<file path="config.mk">
export PLATFORM = sky130hd
export DESIGN_NAME = sram_arbiter
export DESIGN_NICKNAME = d
export VERILOG_FILES = /design/src/rtl/capiano_pkg.sv /design/src/rtl/arb_pick3.sv /design/src/rtl/sram_arbiter.sv
export SDC_FILE = /design/constraint.sdc
export NUM_CORES = 1
export LEC_CHECK = 0
export ABC_AREA = 1
export CAP_MARGIN = 5
export CORE_MARGIN = 8
export CORE_UTILIZATION = 42
export DETAILED_ROUTE_END_ITERATION = 7
export MAX_ROUTING_LAYER = met4
export PLACE_DENSITY_LB_ADDON = 0.3
export SLEW_MARGIN = 20
export SYNTH_ARGS = -nofsm -noshare
export SYNTH_HDL_FRONTEND = slang
export SYNTH_SLANG_ARGS = --single-unit
</file>
<file path="constraint.sdc">
create_clock -name clk -period 5 [get_ports clk]
set_input_delay 1.5 -clock clk [delete_from_list [all_inputs] [get_ports clk]]
set_output_delay 1.5 -clock clk [all_outputs]
set_load 0.005 [all_outputs]
</file>
<file path="src/rtl/capiano_pkg.sv">
// Shared encodings for the SRAM port arbiter: FSM states, requester ids and
// the round-robin partner helper.
package capiano_pkg;

  typedef enum logic [1:0] {
    ARB_IDLE    = 2'd0,
    ARB_ISSUE   = 2'd1,
    ARB_WAIT    = 2'd2,
    ARB_RELEASE = 2'd3
  } arb_state_t;

  localparam logic [1:0] P_VGA      = 2'd0;
  localparam logic [1:0] P_CAM      = 2'd1;
  localparam logic [1:0] P_UART     = 2'd2;
  localparam logic [1:0] GRANT_NONE = 2'd3;

  // The round-robin pair is P_CAM/P_UART; returns the member that is not p.
  function automatic logic [1:0] rr_other(input logic [1:0] p);
    return (p == P_CAM) ? P_UART : P_CAM;
  endfunction

endpackage

</file>
<file path="src/rtl/arb_pick3.sv">
// Combinational winner selection: P_VGA first, then the round-robin port,
// then its partner.
module arb_pick3
  import capiano_pkg::*;
(
  input  logic [2:0] req,
  input  logic [1:0] rr,
  output logic [1:0] winner,
  output logic       valid
);

  logic [1:0] other;
  logic       rr_req;
  logic       other_req;

  assign other     = rr_other(rr);
  assign rr_req    = (rr == P_UART) ? req[2] : req[1];
  assign other_req = (other == P_UART) ? req[2] : req[1];

  always_comb begin
    winner = P_VGA;
    valid  = 1'b1;
    if (req[0]) begin
      winner = P_VGA;
    end else if (rr_req) begin
      winner = rr;
    end else if (other_req) begin
      winner = other;
    end else begin
      valid = 1'b0;
    end
  end

endmodule

</file>
<file path="src/rtl/sram_arbiter.sv">
// Three-way arbiter for the single ram_ctrl port: one transaction in flight,
// fixed P_VGA priority, P_CAM/P_UART round-robin, watchdog abort on WAIT.
module sram_arbiter
  import capiano_pkg::*;
#(
  parameter int ADDR_W  = 20,
  parameter int DATA_W  = 32,
  parameter int TMO_CYC = 15
) (
  input  logic              clk,
  input  logic              rst,
  input  logic [2:0]        req,
  input  logic [2:0]        we,
  input  logic [ADDR_W-1:0] addr0,
  input  logic [ADDR_W-1:0] addr1,
  input  logic [ADDR_W-1:0] addr2,
  input  logic [DATA_W-1:0] wdata0,
  input  logic [DATA_W-1:0] wdata1,
  input  logic [DATA_W-1:0] wdata2,
  output logic [2:0]        ack,
  output logic              err,
  output logic [DATA_W-1:0] rdata,
  output logic              mem_read,
  output logic              mem_write,
  output logic [ADDR_W-1:0] mem_addr,
  output logic [DATA_W-1:0] mem_wdata,
  input  logic              mem_done,
  input  logic [DATA_W-1:0] mem_rdata,
  output logic [1:0]        grant_id
);

  localparam logic [3:0] TMO_LIM = 4'(TMO_CYC);

  arb_state_t        state_reg, state_next;
  logic [1:0]        owner_reg, owner_next;
  logic [1:0]        rr_reg, rr_next;
  logic              we_reg, we_next;
  logic [3:0]        cnt_reg, cnt_next;
  logic              read_reg, read_next;
  logic              write_reg, write_next;
  logic [ADDR_W-1:0] addr_reg, addr_next;
  logic [DATA_W-1:0] wdata_reg, wdata_next;
  logic [DATA_W-1:0] rdata_reg, rdata_next;
  logic [2:0]        ack_reg, ack_next;
  logic              err_reg, err_next;
  logic [1:0]        gid_reg, gid_next;

  logic [1:0] pick_id;
  logic       pick_valid;

  arb_pick3 u_pick (
    .req    (req),
    .rr     (rr_reg),
    .winner (pick_id),
    .valid  (pick_valid)
  );

  always_comb begin
    state_next = state_reg;
    owner_next = owner_reg;
    rr_next    = rr_reg;
    we_next    = we_reg;
    cnt_next   = cnt_reg;
    read_next  = read_reg;
    write_next = write_reg;
    addr_next  = addr_reg;
    wdata_next = wdata_reg;
    rdata_next = rdata_reg;
    ack_next   = 3'b000;
    err_next   = 1'b0;
    gid_next   = gid_reg;

    unique case (state_reg)
      ARB_IDLE: begin
        if (pick_valid) begin
          owner_next = pick_id;
          gid_next   = pick_id;
          state_next = ARB_ISSUE;
          unique case (pick_id)
            P_CAM: begin
              we_next    = we[1];
              addr_next  = addr1;
              wdata_next = wdata1;
            end
            P_UART: begin
              we_next    = we[2];
              addr_next  = addr2;
              wdata_next = wdata2;
            end
            default: begin
              we_next    = we[0];
              addr_next  = addr0;
              wdata_next = wdata0;
            end
          endcase
        end
      end
      ARB_ISSUE: begin
        read_next  = ~we_reg;
        write_next = we_reg;
        cnt_next   = 4'd0;
        state_next = ARB_WAIT;
      end
      ARB_WAIT: begin
        cnt_next = cnt_reg + 4'd1;
        // Completion and watchdog expiry share the same exit; err tells them apart.
        if (mem_done || (cnt_next == TMO_LIM)) begin
          read_next  = 1'b0;
          write_next = 1'b0;
          gid_next   = GRANT_NONE;
          ack_next   = 3'b001 << owner_reg;
          err_next   = ~mem_done;
          if (mem_done && !we_reg) begin
            rdata_next = mem_rdata;
          end
          if (owner_reg != P_VGA) begin
            rr_next = rr_other(owner_reg);
          end
          state_next = ARB_RELEASE;
        end
      end
      ARB_RELEASE: begin
        if (!mem_done) begin
          state_next = ARB_IDLE;
        end
      end
      default: state_next = ARB_IDLE;
    endcase
  end

  always_ff @(posedge clk or negedge rst) begin
    if (!rst) begin
      state_reg <= ARB_IDLE;
      owner_reg <= P_VGA;
      rr_reg    <= P_CAM;
      we_reg    <= 1'b0;
      cnt_reg   <= 4'd0;
      read_reg  <= 1'b0;
      write_reg <= 1'b0;
      addr_reg  <= '0;
      wdata_reg <= '0;
      rdata_reg <= '0;
      ack_reg   <= 3'b000;
      err_reg   <= 1'b0;
      gid_reg   <= GRANT_NONE;
    end else begin
      state_reg <= state_next;
      owner_reg <= owner_next;
      rr_reg    <= rr_next;
      we_reg    <= we_next;
      cnt_reg   <= cnt_next;
      read_reg  <= read_next;
      write_reg <= write_next;
      addr_reg  <= addr_next;
      wdata_reg <= wdata_next;
      rdata_reg <= rdata_next;
      ack_reg   <= ack_next;
      err_reg   <= err_next;
      gid_reg   <= gid_next;
    end
  end

  assign ack       = ack_reg;
  assign err       = err_reg;
  assign rdata     = rdata_reg;
  assign mem_read  = read_reg;
  assign mem_write = write_reg;
  assign mem_addr  = addr_reg;
  assign mem_wdata = wdata_reg;
  assign grant_id  = gid_reg;

endmodule

</file>
* After elaboration in Yosys (flattened, before gate mapping)
Cells that the tools add are included.
** Word-level totals
- Bits in registers :: 103
- Bits in latches :: 0
- RAM bits :: 0
- Memory bits (read-only) :: 0
- Input bits :: 197
- Output and inout port bits :: 92
- Logic and storage cells :: 70
- Memories :: 0
** Operators by class
- Add/subtract/negate cells :: 1
- Multiply operators :: 0
- Divide/modulo/power cells :: 0
- Magnitude comparators :: 0
- Equality and inequality tests :: 13
- Shift-type cells :: 1
- Multiplexer cells :: 27
- Bitwise logic cells :: 2
- Reduce and logical (&&, ||, !) cells :: 13
** Operators with widths (number)
- $pmux W32 S2 :: 1
- $pmux W20 S2 :: 1
- $mux W2 :: 9
- $reduce_and A3 Y1 :: 4
- $eq A2 B2 Y1 const B :: 5
- $eq A2 B1 Y1 const B :: 4
- $mux W1 :: 8
- $pmux W2 S4 :: 1
- $pmux W4 S2 :: 1
- $mux W3 :: 2
- $ne A2 B2 Y1 const B :: 3
- $pmux W1 S2 :: 3
- $reduce_bool A2 Y1 :: 3
- $add A4 B1 Y4 const B :: 1
- $eq A4 B4 Y1 const B :: 1
- $pmux W2 S2 :: 1
- $reduce_and A2 Y1 :: 2
- $shl A1 B2 Y3 const A :: 1
- $logic_not A2 Y1 :: 1
- $not A1 Y1 :: 2
- $logic_and A1 B1 Y1 :: 1
- $logic_not A1 Y1 :: 1
- $logic_or A1 B1 Y1 :: 1

* Logic depth before layout (Yosys ltp)
Gate-level depths: netlist of run 1.
- Depth after elaboration :: 9
- Mapped depth :: 14
- Depth with buffers taken out :: 13

* Modules after synthesis
From an unflattened synthesis of run 1, not the netlist that was laid out.
** Second synthesis, totals
- Cell total of the unflattened synthesis :: 548
- Area, all modules :: 5213.8 sq um
** By module, submodules not included
- sram_arbiter :: times used 1, cells each 530, area an instance 5127.4 sq um, sequential area each 2581.2 sq um
- arb_pick3 :: times used 1, cells each 18, area an instance 86.3 sq um, sequential area each 0.0 sq um

* Worst setup path before layout of run 1
OpenSTA, ideal clock, no wires.
- Path kind :: input-to-reg
- Start point :: input req[2]
- End point :: register addr_reg[0] (netlist: mem_addr[0])
- Library setup time :: 0.119 ns
- Arrival :: 2.914 ns
- Data required time :: 4.881 ns
- Path slack :: 1.967 ns
- Cell stages on the path :: 11
- Path buffers :: 2
- Cell sequence :: inv_1 nand3_1 nand3_1 nand2_1 nand2_1 inv_1 ha_1 buf_2 buf_2 mux2i_1 o21ai_2
** Between the ends
- Longest elaborated chain between the ends :: 6
- Elaborated cells between the ends (all ways) :: 12
- Those cells by class :: eq/ne (2); mux (9); reduce/logical (1)
** RTL lines
- start, declared :: RTL line sram_arbiter.sv:12 : input logic [2:0] req,
- $mux W1 :: RTL line arb_pick3.sv:18 : assign other_req = (other == P_UART) ? req[2] : req[1];
- $mux W2 :: RTL line arb_pick3.sv:27 : end else if (other_req) begin
- $mux W2 * :: RTL line arb_pick3.sv:25 : end else if (rr_req) begin
- $mux W2 * :: RTL line arb_pick3.sv:23 : if (req[0]) begin
- net pick_id[1] :: RTL line sram_arbiter.sv:48 : logic [1:0] pick_id;
- $eq A2 B2 Y1 or $eq A2 B1 Y1 (tied branches) :: RTL line sram_arbiter.sv:79 : unique case (pick_id)
- $pmux W20 S2 * :: RTL line sram_arbiter.sv:79
- end signal, assigned :: RTL line sram_arbiter.sv:154 : addr_reg <= addr_next;
- end, declared :: RTL line sram_arbiter.sv:41 : logic [ADDR_W-1:0] addr_reg, addr_next;
The timed path passes the listed nets; every way through them passes the cells marked *.
A chain may end at the register's enable or synchronous reset.

* Final worst setup path of run 1
- Start point :: input req[2]
- End point :: register addr_reg[14] (netlist: mem_addr[14])
Same word-level chain as after synthesis.

==> results of run 1 <==
## worst paths after layout
check | startpoint | endpoint | slack, ns | depth (start not counted)
min reg2reg | grant_id[0]$_DFFE_PN1P_ | grant_id[0]$_DFFE_PN1P_ | 0.48 | 2
max reg2reg | rr_reg[0]$_DFFE_PN1P_ | mem_addr[14]$_DFFE_PN0P_ | 2.38 | 11
max in group asynchronous | rst | mem_addr[18]$_DFFE_PN0P_ | 2.99 | 2
min | grant_id[0]$_DFFE_PN1P_ | grant_id[0]$_DFFE_PN1P_ | 0.48 | 2
min in group asynchronous | rst | rdata[8]$_DFFE_PN0P_ | 1.22 | 1
max | req[2] | mem_addr[14]$_DFFE_PN0P_ | 1.26 | 11
## where the power goes
group	internal (mW)	total (mW)	switching (mW)
Clock	0.454	0.762	0.308
Sequential	1.22	1.42	0.210
Combinational	1.07	1.82	0.758
Total	2.74	4.01	1.28
## placed cells by master, fill, tap and decap left out, drive strengths merged, types with 2 or more instances in the layout
master         synthesis  routed
buf                   23       6
or2                    3       3
o21ai                 60      60
inv                   22      23
clkdlybuf4s50          0     287
bufinv                 0       2
dfstp                  3       3
dfrtp                100     100
nand2                 95      95
a21oi                  2       2
nand4                  5       5
nor2                   7       7
mux2                  32      32
mux2i                 52      52
nand3                 14      14
clkbuf                11      11
a22o                  53      53
ha                     9       9
## layer usage
layer  part of all wire  vias to the layer above  global-route usage
met5                  0                        -                   -
met4              0.023                        0              0.0804
met3               0.10                       31              0.0828
met2               0.49                      229               0.348
met1               0.38                     2245               0.232
li1                   -                     2284                   -
## final cells by class
| class | instances | area share |
|---|---|---|
| Multi-Input combinational cell | 334 | 0.284 |
| Sequential cell | 103 | 0.302 |
| Inverter | 22 | 0.00965 |
| Clock inverter | 5 | 0.00951 |
| Tap cell | 172 | 0.0252 |
| Clock buffer | 11 | 0.0284 |
| Timing Repair Buffer | 293 | 0.342 |
## logic make-up after synthesis
family / synth area share
and+or+nand+nor: 0.0975
AOI/OAI and AO/OA: 0.170
DFF: 0.488
muxes: 0.167
buffers and inverters: 0.0568
adders and majority gates: 0.0213
## tightest hold or removal path, stage by stage (launching register included)
cell and delay, ns:
sky130_fd_sc_hd__dfstp_2 0.38, sky130_fd_sc_hd__nand2_1 0.06, sky130_fd_sc_hd__nand2_1 0.05
## per-stage QoR
step	setup slack, ns	power (mW)	hold slack (ns)
final	1.26	4.01	0.480
after global placement	1.04	3.22	0.452
after CTS	1.24	4.06	0.476
after global routing	1.06	4.26	0.502
after floorplan	1.97	2.23	0.438
after detailed placement	0.889	3.28	0.469
==> results_tabular.tex, run 1 <==
\begin{tabular}{lr}
\hline
Metric & Value \\
\hline
\multicolumn{2}{l}{\textbf{CTS}} \\
CTS root buffer & sky130\_fd\_sc\_hd\_\_clkbuf\_16 \\
Hold bufs inserted after CTS & 0 \\
Insertion delay of the later-clocked pin in the worst-skew pair & 0.34 ns \\
Post CTS Setup Buffer Count & 0 \\
Clock slew seen by the registers of the worst setup and hold paths & about 0.070 ns \\
Number of clock buffers inserted by TritonCTS & 9 \\
Sinks on Clock Net & slightly above 100 \\
CTS H-Tree Depth & 3 \\
Clock tree from TritonCTS & done \\
Worst-case clock buffer depth & 2 \\
Post-cts resize count & 0 \\
\multicolumn{2}{l}{\textbf{Timing}} \\
Setup violation total in the final timing report & 0 \\
Clock Skew & about 0.0075 ns \\
Final Hold Vio Count & 0 \\
Clock period minus final worst setup slack & around 3.7 ns \\
Actual transition at the worst max-transition pin & approximately 0.94 ns \\
Final Max Slew Viols & 0 \\
Unrepaired setup endpoints after global routing & false \\
Achievable Freq & 267 MHz \\
Worst slew slack as a fraction of its limit & 0.372 \\
Total negative slack for setup checks & 0 ns \\
Period Utilization, post-route & 0.749 \\
\multicolumn{2}{l}{\textbf{Job}} \\
\# Max-Cap Violations & 0 \\
\multicolumn{2}{l}{\textbf{Floorplanning}} \\
Boundary Pins & $\sim$290 \\
Die Outline Area & 0.0164 mm² \\
Row count & 41 \\
Initial core utilization & 0.424 \\
Placeable Area & $\sim$0.012 mm² \\
Die Y & 128 µm \\
Chip width & between 100 and 150 µm \\
\multicolumn{2}{l}{\textbf{Critical path}} \\
Critical path start-end classification & in -> reg \\
Endpoint arrival time on the critical path & 4.01 ns \\
Worst setup EP type & flop \\
Largest incremental delay on the critical path & 0.79 ns \\
Critical Path Start Type & input pin \\
Required time at the endpoint of the critical path & roughly 5.3 ns \\
Worst-path maximum fanout & 45 \\
CP bufs+invs & 4 \\
CP Cell Sequence & clkdlybuf4s50\_1, inv\_1, nand3\_1, nand2\_1, nand3\_1, inv\_1, ha\_2, buf\_4, a22o\_1, mux2i\_1, o21ai\_2 \\
Library cell contributing the largest single delay on the critical path & sky130\_fd\_sc\_hd\_\_ha\_2 \\
Gate family responsible for the most delay along the worst path & buffers and inverters \\
\multicolumn{2}{l}{\textbf{Placement}} \\
Area of placed instances & about 0.0082 mm² \\
Final weighted congestion in routability-driven placement & $\sim$0.83 \\
DP Wirelength & approximately 14 mm \\
\# placed instances & just over 900 \\
Buffers on Ports & approximately 290 \\
\multicolumn{2}{l}{\textbf{Synth}} \\
Synthesized area per cell & 10.7 µm² \\
Primary FF master, synth & sky130\_fd\_sc\_hd\_\_dfrtp\_1 \\
Net count after synthesis & between 600 and 700 \\
Ys async rst share & 1.00 \\
Synth cell count leaders & 100 x sky130\_fd\_sc\_hd\_\_dfrtp\_1, 94 x sky130\_fd\_sc\_hd\_\_nand2\_1, 53 x sky130\_fd\_sc\_hd\_\_a22o\_1, 52 x sky130\_fd\_sc\_hd\_\_mux2i\_1, 32 x sky130\_fd\_sc\_hd\_\_mux2\_2 \\
Largest cells by area after synthesis & sky130\_fd\_sc\_hd\_\_dfrtp\_1 47\%, sky130\_fd\_sc\_hd\_\_mux2i\_1 9.8\%, sky130\_fd\_sc\_hd\_\_a22o\_1 8.8\%, sky130\_fd\_sc\_hd\_\_mux2\_2 6.8\%, sky130\_fd\_sc\_hd\_\_nand2\_1 6.7\% \\
Instance count of the mapped netlist & between 400 and 500 \\
Sequential fraction of the synthesis area & 0.488 \\
Top-count cell post-synth & sky130\_fd\_sc\_hd\_\_dfrtp\_1 \\
Register bit count reported by yosys & roughly 100 \\
Dominant cell type by area after synthesis & sky130\_fd\_sc\_hd\_\_dfrtp\_1 \\
Number of distinct standard cells referenced by the synthesized netlist & 26 \\
Post-synthesis instance area & 0.00529 mm² \\
Count of warnings emitted by yosys & 0 \\
Area fraction of the dominant cell type after synthesis & 0.473 \\
Count of flip-flops with a built-in enable after synthesis & 0 \\
\multicolumn{2}{l}{\textbf{Cells and area}} \\
Diodes inserted & 0 \\
Area of all placed cells without fillers & about 0.0086 mm² \\
Post-Route Utilization & 0.686 \\
Area of the multi-input gates & 0.00243 mm² \\
Sequential cell area in the final layout & between 0.002 and 0.003 mm² \\
Number of nets at the end of the flow & roughly 970 \\
Share of final-layout standard cells stronger than drive strength 1 & 0.128 \\
Number of fill cells & 962 \\
Post-Layout Cell Count & between 900 and 1000 \\
Area Growth Syn to Fin & 61.8\% \\
\multicolumn{2}{l}{\textbf{Route}} \\
Count of TritonRoute iterations in the first routing pass & 5 \\
Via total after detailed routing & 4789 \\
Routed len/inst & 18.6 µm \\
Vias per cell & $\sim$5.1 \\
Violation count after the first detailed-route iteration & approximately 180 \\
Number of DRC violations after detailed routing & 0 \\
Sum of routed wire length over all layers & between 15 and 20 mm \\
Number of nets with antenna violations after routing & 0 \\
\multicolumn{2}{l}{\textbf{Global route}} \\
GRT Total Usage & 0.214 \\
Wire length of the first global-routing pass & 26.7 mm \\
Initial antenna violation count & 0 \\
Largest net degree at the start of global routing & approximately 90 \\
Total congestion overflow & 0 \\
Vias in the first global route & 5123 \\
\multicolumn{2}{l}{\textbf{Power and ir drop}} \\
Static leakage power & between 4 and 5 nW \\
Power per cell area & between 400 and 500 mW/mm² \\
Maximum resistive drop on vdd & around 190 µV \\
\multicolumn{2}{l}{\textbf{Outcome}} \\
Outcome & finished clean \\
\multicolumn{2}{l}{\textbf{Worst hold path}} \\
Path category of the worst min-delay check & reg -> reg \\
\hline
\end{tabular}
Note: power is estimated with default switching activity, not from simulation.
==> run 2, diff against run 1 <==
--- a/config.mk
+++ b/config.mk
@@ -8,7 +8,7 @@
 export ABC_AREA = 1
 export CAP_MARGIN = 5
 export CORE_MARGIN = 8
-export CORE_UTILIZATION = 42
+export CORE_UTILIZATION = 39
 export DETAILED_ROUTE_END_ITERATION = 7
 export MAX_ROUTING_LAYER = met4
 export PLACE_DENSITY_LB_ADDON = 0.3
==> constraint.sdc (replaced) <==
create_clock -name clk -period 3.45 [get_ports clk]
set_input_delay 1.035 -clock clk [delete_from_list [all_inputs] [get_ports clk]]
set_output_delay 1.035 -clock clk [all_outputs]
set_load 0.005 [all_outputs]
==> run 2 against run 1 <==
Sequential share of layout area decreased by 0.10 points. Largest power group unchanged. Global-route usage decreased by 1.0 points. Total power increased by 41%. Clock skew decreased by 0.0029 ns. Largest cell class unchanged. Combinational power increased by 46%. Sequential power increased by 46%. Die area increased by 6.7%. Final area increased by 0.34%. Cell count increased by 0.85%. Critical endpoint is now we_reg$_DFFE_PN0P_. Count of clock-buffer cells in the layout increased by 2.
==> results_tabular.tex, run 2 (synthesis gave the netlist of run 1 again) <==
\begin{tabular}{lr}
\hline
Metric & Value \\
\hline
\multicolumn{2}{l}{\textbf{Outcome}} \\
Outcome & finished clean \\
\multicolumn{2}{l}{\textbf{Route}} \\
Met3 layer wire length in the routed design & 1.57 mm (-13\%) \\
Vias per cell & 4.98 (-2.3\%) \\
DR top layer & met4 \\
Number of DRC violations after detailed routing & 0 (unchanged) \\
Violation count after the first detailed-route iteration & 188 (+5.0\%) \\
Number of nets with antenna violations after routing & 0 (unchanged) \\
Via total after detailed routing & 4719 (-1.5\%) \\
DRT met1 WL & 6.89 mm (+2.8\%) \\
Count of TritonRoute iterations in the first routing pass & 5 (unchanged) \\
Routed len/inst & 18.7 µm (about the same) \\
Sum of routed wire length over all layers & 17.7 mm (+0.94\%) \\
Met2 wire len & 8.82 mm (+2.5\%) \\
\multicolumn{2}{l}{\textbf{Placement}} \\
Place WS & 0.177 ns (-0.712 ns) \\
\# placed instances & 932 (+0.87\%) \\
Buffers on Ports & 288 (unchanged) \\
DP Wirelength & 14.3 mm (+4.6\%) \\
Area of placed instances & 0.00831 mm² (+1.0\%) \\
Final weighted congestion in routability-driven placement & 0.832 (about the same) \\
\multicolumn{2}{l}{\textbf{Timing}} \\
Final Max Slew Viols & 0 (unchanged) \\
Worst slew slack as a fraction of its limit & 0.577 (+0.205) \\
Worst hold slack & 0.471 ns (-0.00936 ns) \\
Clock Skew & 0.00454 ns (-0.00292 ns) \\
Period Utilization, post-route & 0.840 \\
Actual transition at the worst max-transition pin & 0.634 ns (-0.307 ns) \\
Final Hold Vio Count & 0 (unchanged) \\
Final WS setup & 0.550 ns (-0.706 ns) \\
Unrepaired setup endpoints after global routing & false \\
Clock period minus final worst setup slack & 2.90 ns \\
Total negative slack for setup checks & 0 ns (unchanged) \\
Achievable Freq & 345 MHz \\
Setup violation total in the final timing report & 0 (unchanged) \\
\multicolumn{2}{l}{\textbf{CTS}} \\
Clock tree from TritonCTS & done \\
Post CTS Setup Buffer Count & 0 (unchanged) \\
Insertion delay of the later-clocked pin in the worst-skew pair & 0.34 ns (about the same) \\
Hold bufs inserted after CTS & 0 (unchanged) \\
Worst-case clock buffer depth & 2 (unchanged) \\
Number of clock buffers inserted by TritonCTS & 9 (unchanged) \\
Sinks on Clock Net & 103 (unchanged) \\
CTS H-Tree Depth & 3 (unchanged) \\
Clock slew seen by the registers of the worst setup and hold paths & 0.06 ns (about the same) \\
CTS root buffer & sky130\_fd\_sc\_hd\_\_clkbuf\_16 \\
Post-cts resize count & 0 (unchanged) \\
\multicolumn{2}{l}{\textbf{Cells and area}} \\
Number of fill cells & 1074 (+12\%) \\
Post-Layout Cell Count & 948 (+0.85\%) \\
Most frequent cells in the layout & 287 x sky130\_fd\_sc\_hd\_\_clkdlybuf4s50\_1, 100 x sky130\_fd\_sc\_hd\_\_dfrtp\_1, 93 x sky130\_fd\_sc\_hd\_\_nand2\_1 \\
Share of final-layout standard cells stronger than drive strength 1 & 0.130 (+0.00193) \\
Diodes inserted & 0 (unchanged) \\
Number of nets at the end of the flow & 973 (+0.41\%) \\
Area of the multi-input gates & 0.00243 mm² (unchanged) \\
Most frequent standard cell in the layout excluding fill and tap cells & sky130\_fd\_sc\_hd\_\_clkdlybuf4s50\_1 \\
Area of all placed cells without fillers & 0.00858 mm² (+0.34\%) \\
Sequential cell area in the final layout & 0.00258 mm² (unchanged) \\
Area Growth Syn to Fin & 62.3\% \\
Post-Route Utilization & 0.648 (-0.0381) \\
\multicolumn{2}{l}{\textbf{Power and ir drop}} \\
Maximum resistive drop on vdd & 301 µV (+57\%) \\
Total power draw & 5.65 mW (+41\%) \\
Static leakage power & 4.03 nW (+0.21\%) \\
Power per cell area & 659 mW/mm² (+40\%) \\
\multicolumn{2}{l}{\textbf{Global route}} \\
Total congestion overflow & 0 (unchanged) \\
Vias in the first global route & 5300 (+3.5\%) \\
GRT Total Usage & 0.204 (-0.0101) \\
Wire length of the first global-routing pass & 28.0 mm (+5.0\%) \\
Initial antenna violation count & 0 (unchanged) \\
Largest net degree at the start of global routing & 57 (-35\%) \\
\multicolumn{2}{l}{\textbf{Job}} \\
\# Max-Cap Violations & 0 (unchanged) \\
\multicolumn{2}{l}{\textbf{Floorplanning}} \\
Placeable Area & 0.0132 mm² (+6.2\%) \\
Initial core utilization & 0.399 (-0.0249) \\
Die Y & 132 µm (+3.3\%) \\
Boundary Pins & 289 (unchanged) \\
Die Outline Area & 0.0175 mm² (+6.7\%) \\
Row count & 42 (+2.4\%) \\
Chip width & 132 µm (+3.3\%) \\
\multicolumn{2}{l}{\textbf{Worst hold path}} \\
Hold path start & grant\_id[1]\$\_DFFE\_PN1P\_ \\
Hold-critical path depth & 2 (unchanged) \\
Path category of the worst min-delay check & reg -> reg \\
Endpoint of the worst hold-timing path & grant\_id[1]\$\_DFFE\_PN1P\_ \\
\multicolumn{2}{l}{\textbf{Critical path}} \\
R2r setup slk & 1.15 ns (-1.23 ns) \\
CP bufs+invs & 3 (-1) \\
Length in cells of the worst reg-to-reg path & 12 (+1) \\
Worst-path maximum fanout & 53 (+18\%) \\
Critical Path Start Type & input pin \\
Critical path start-end classification & in -> reg \\
Reg2reg start & rr\_reg[0]\$\_DFFE\_PN1P\_ \\
Gate family responsible for the most delay along the worst path & buffers and inverters \\
Endpoint arrival time on the critical path & 3.17 ns (-0.84 ns) \\
CP Cell Sequence & clkdlybuf4s50\_1, inv\_1, nand3\_1, nand3\_1, nand2\_1, nand2\_1, inv\_1, ha\_4, a22o\_1, nand2\_1, nand2\_1, nor2\_1, a21oi\_2 \\
Required time at the endpoint of the critical path & 3.72 ns (-1.54 ns) \\
Largest incremental delay on the critical path & 0.52 ns (-0.27 ns) \\
Worst path most repeated cell & sky130\_fd\_sc\_hd\_\_nand2\_1 \\
Worst setup EP type & flop \\
Library cell contributing the largest single delay on the critical path & sky130\_fd\_sc\_hd\_\_ha\_4 \\
Endpoint of the most critical register-to-register path & we\_reg\$\_DFFE\_PN0P\_ \\
\hline
\end{tabular}
## run 2: changes by cell type in the layout (fill, tap and decap cells not counted)
cell / previous run / this run
sky130_fd_sc_hd__buf_12: 0 / 4
sky130_fd_sc_hd__buf_4: 5 / 6
sky130_fd_sc_hd__buf_6: 1 / 0
sky130_fd_sc_hd__bufinv_16: 2 / 0
sky130_fd_sc_hd__clkbuf_1: 1 / 3
sky130_fd_sc_hd__clkinv_4: 0 / 1
sky130_fd_sc_hd__inv_6: 1 / 0
## run 2: layout make-up
type,instances,area share
Clock buffer,13,0.0292
Clock inverter,3,0.00248
Inverter,22,0.00962
Multi-Input combinational cell,334,0.283
Sequential cell,103,0.301
Tap cell,176,0.0257
Timing Repair Buffer,297,0.349
## run 2: power by group
part	internal, mW	switching [mW]	total [mW]
Combinational	1.57	1.08	2.65
Sequential	1.76	0.314	2.08
Clock	0.510	0.416	0.926
## run 2: per-layer routing
layer,global-route usage,vias up
li1,-,2284
met1,0.212,2214
met2,0.350,197
met3,0.0783,24
met4,0.0625,0
met5,-,-
## run 2: worst reg2reg max path, stage by stage, from the launching register on
cell and delay, ns:
sky130_fd_sc_hd__dfstp_2 0.56, sky130_fd_sc_hd__inv_1 0.07, sky130_fd_sc_hd__nand3_1 0.11, sky130_fd_sc_hd__nand3_1 0.09, sky130_fd_sc_hd__nand2_1 0.06, sky130_fd_sc_hd__nand2_1 0.12
sky130_fd_sc_hd__inv_1 0.12, sky130_fd_sc_hd__ha_4 0.52, sky130_fd_sc_hd__a22o_1 0.25, sky130_fd_sc_hd__nand2_1 0.05, sky130_fd_sc_hd__nand2_1 0.08, sky130_fd_sc_hd__nor2_1 0.07
sky130_fd_sc_hd__a21oi_2 0.12
## run 2: worst max path at each step
stage          startpoint  cells past startpoint                 endpoint
2_1_floorplan      req[2]                     11  mem_addr[0]$_DFFE_PN0P_
3_3_place_gp       req[2]                     13       we_reg$_DFFE_PN0P_
3_5_place_dp       req[2]                     13       we_reg$_DFFE_PN0P_
4_1_cts            req[2]                     13       we_reg$_DFFE_PN0P_
5_1_grt            req[1]                     13       we_reg$_DFFE_PN0P_
6_report           req[2]                     13       we_reg$_DFFE_PN0P_
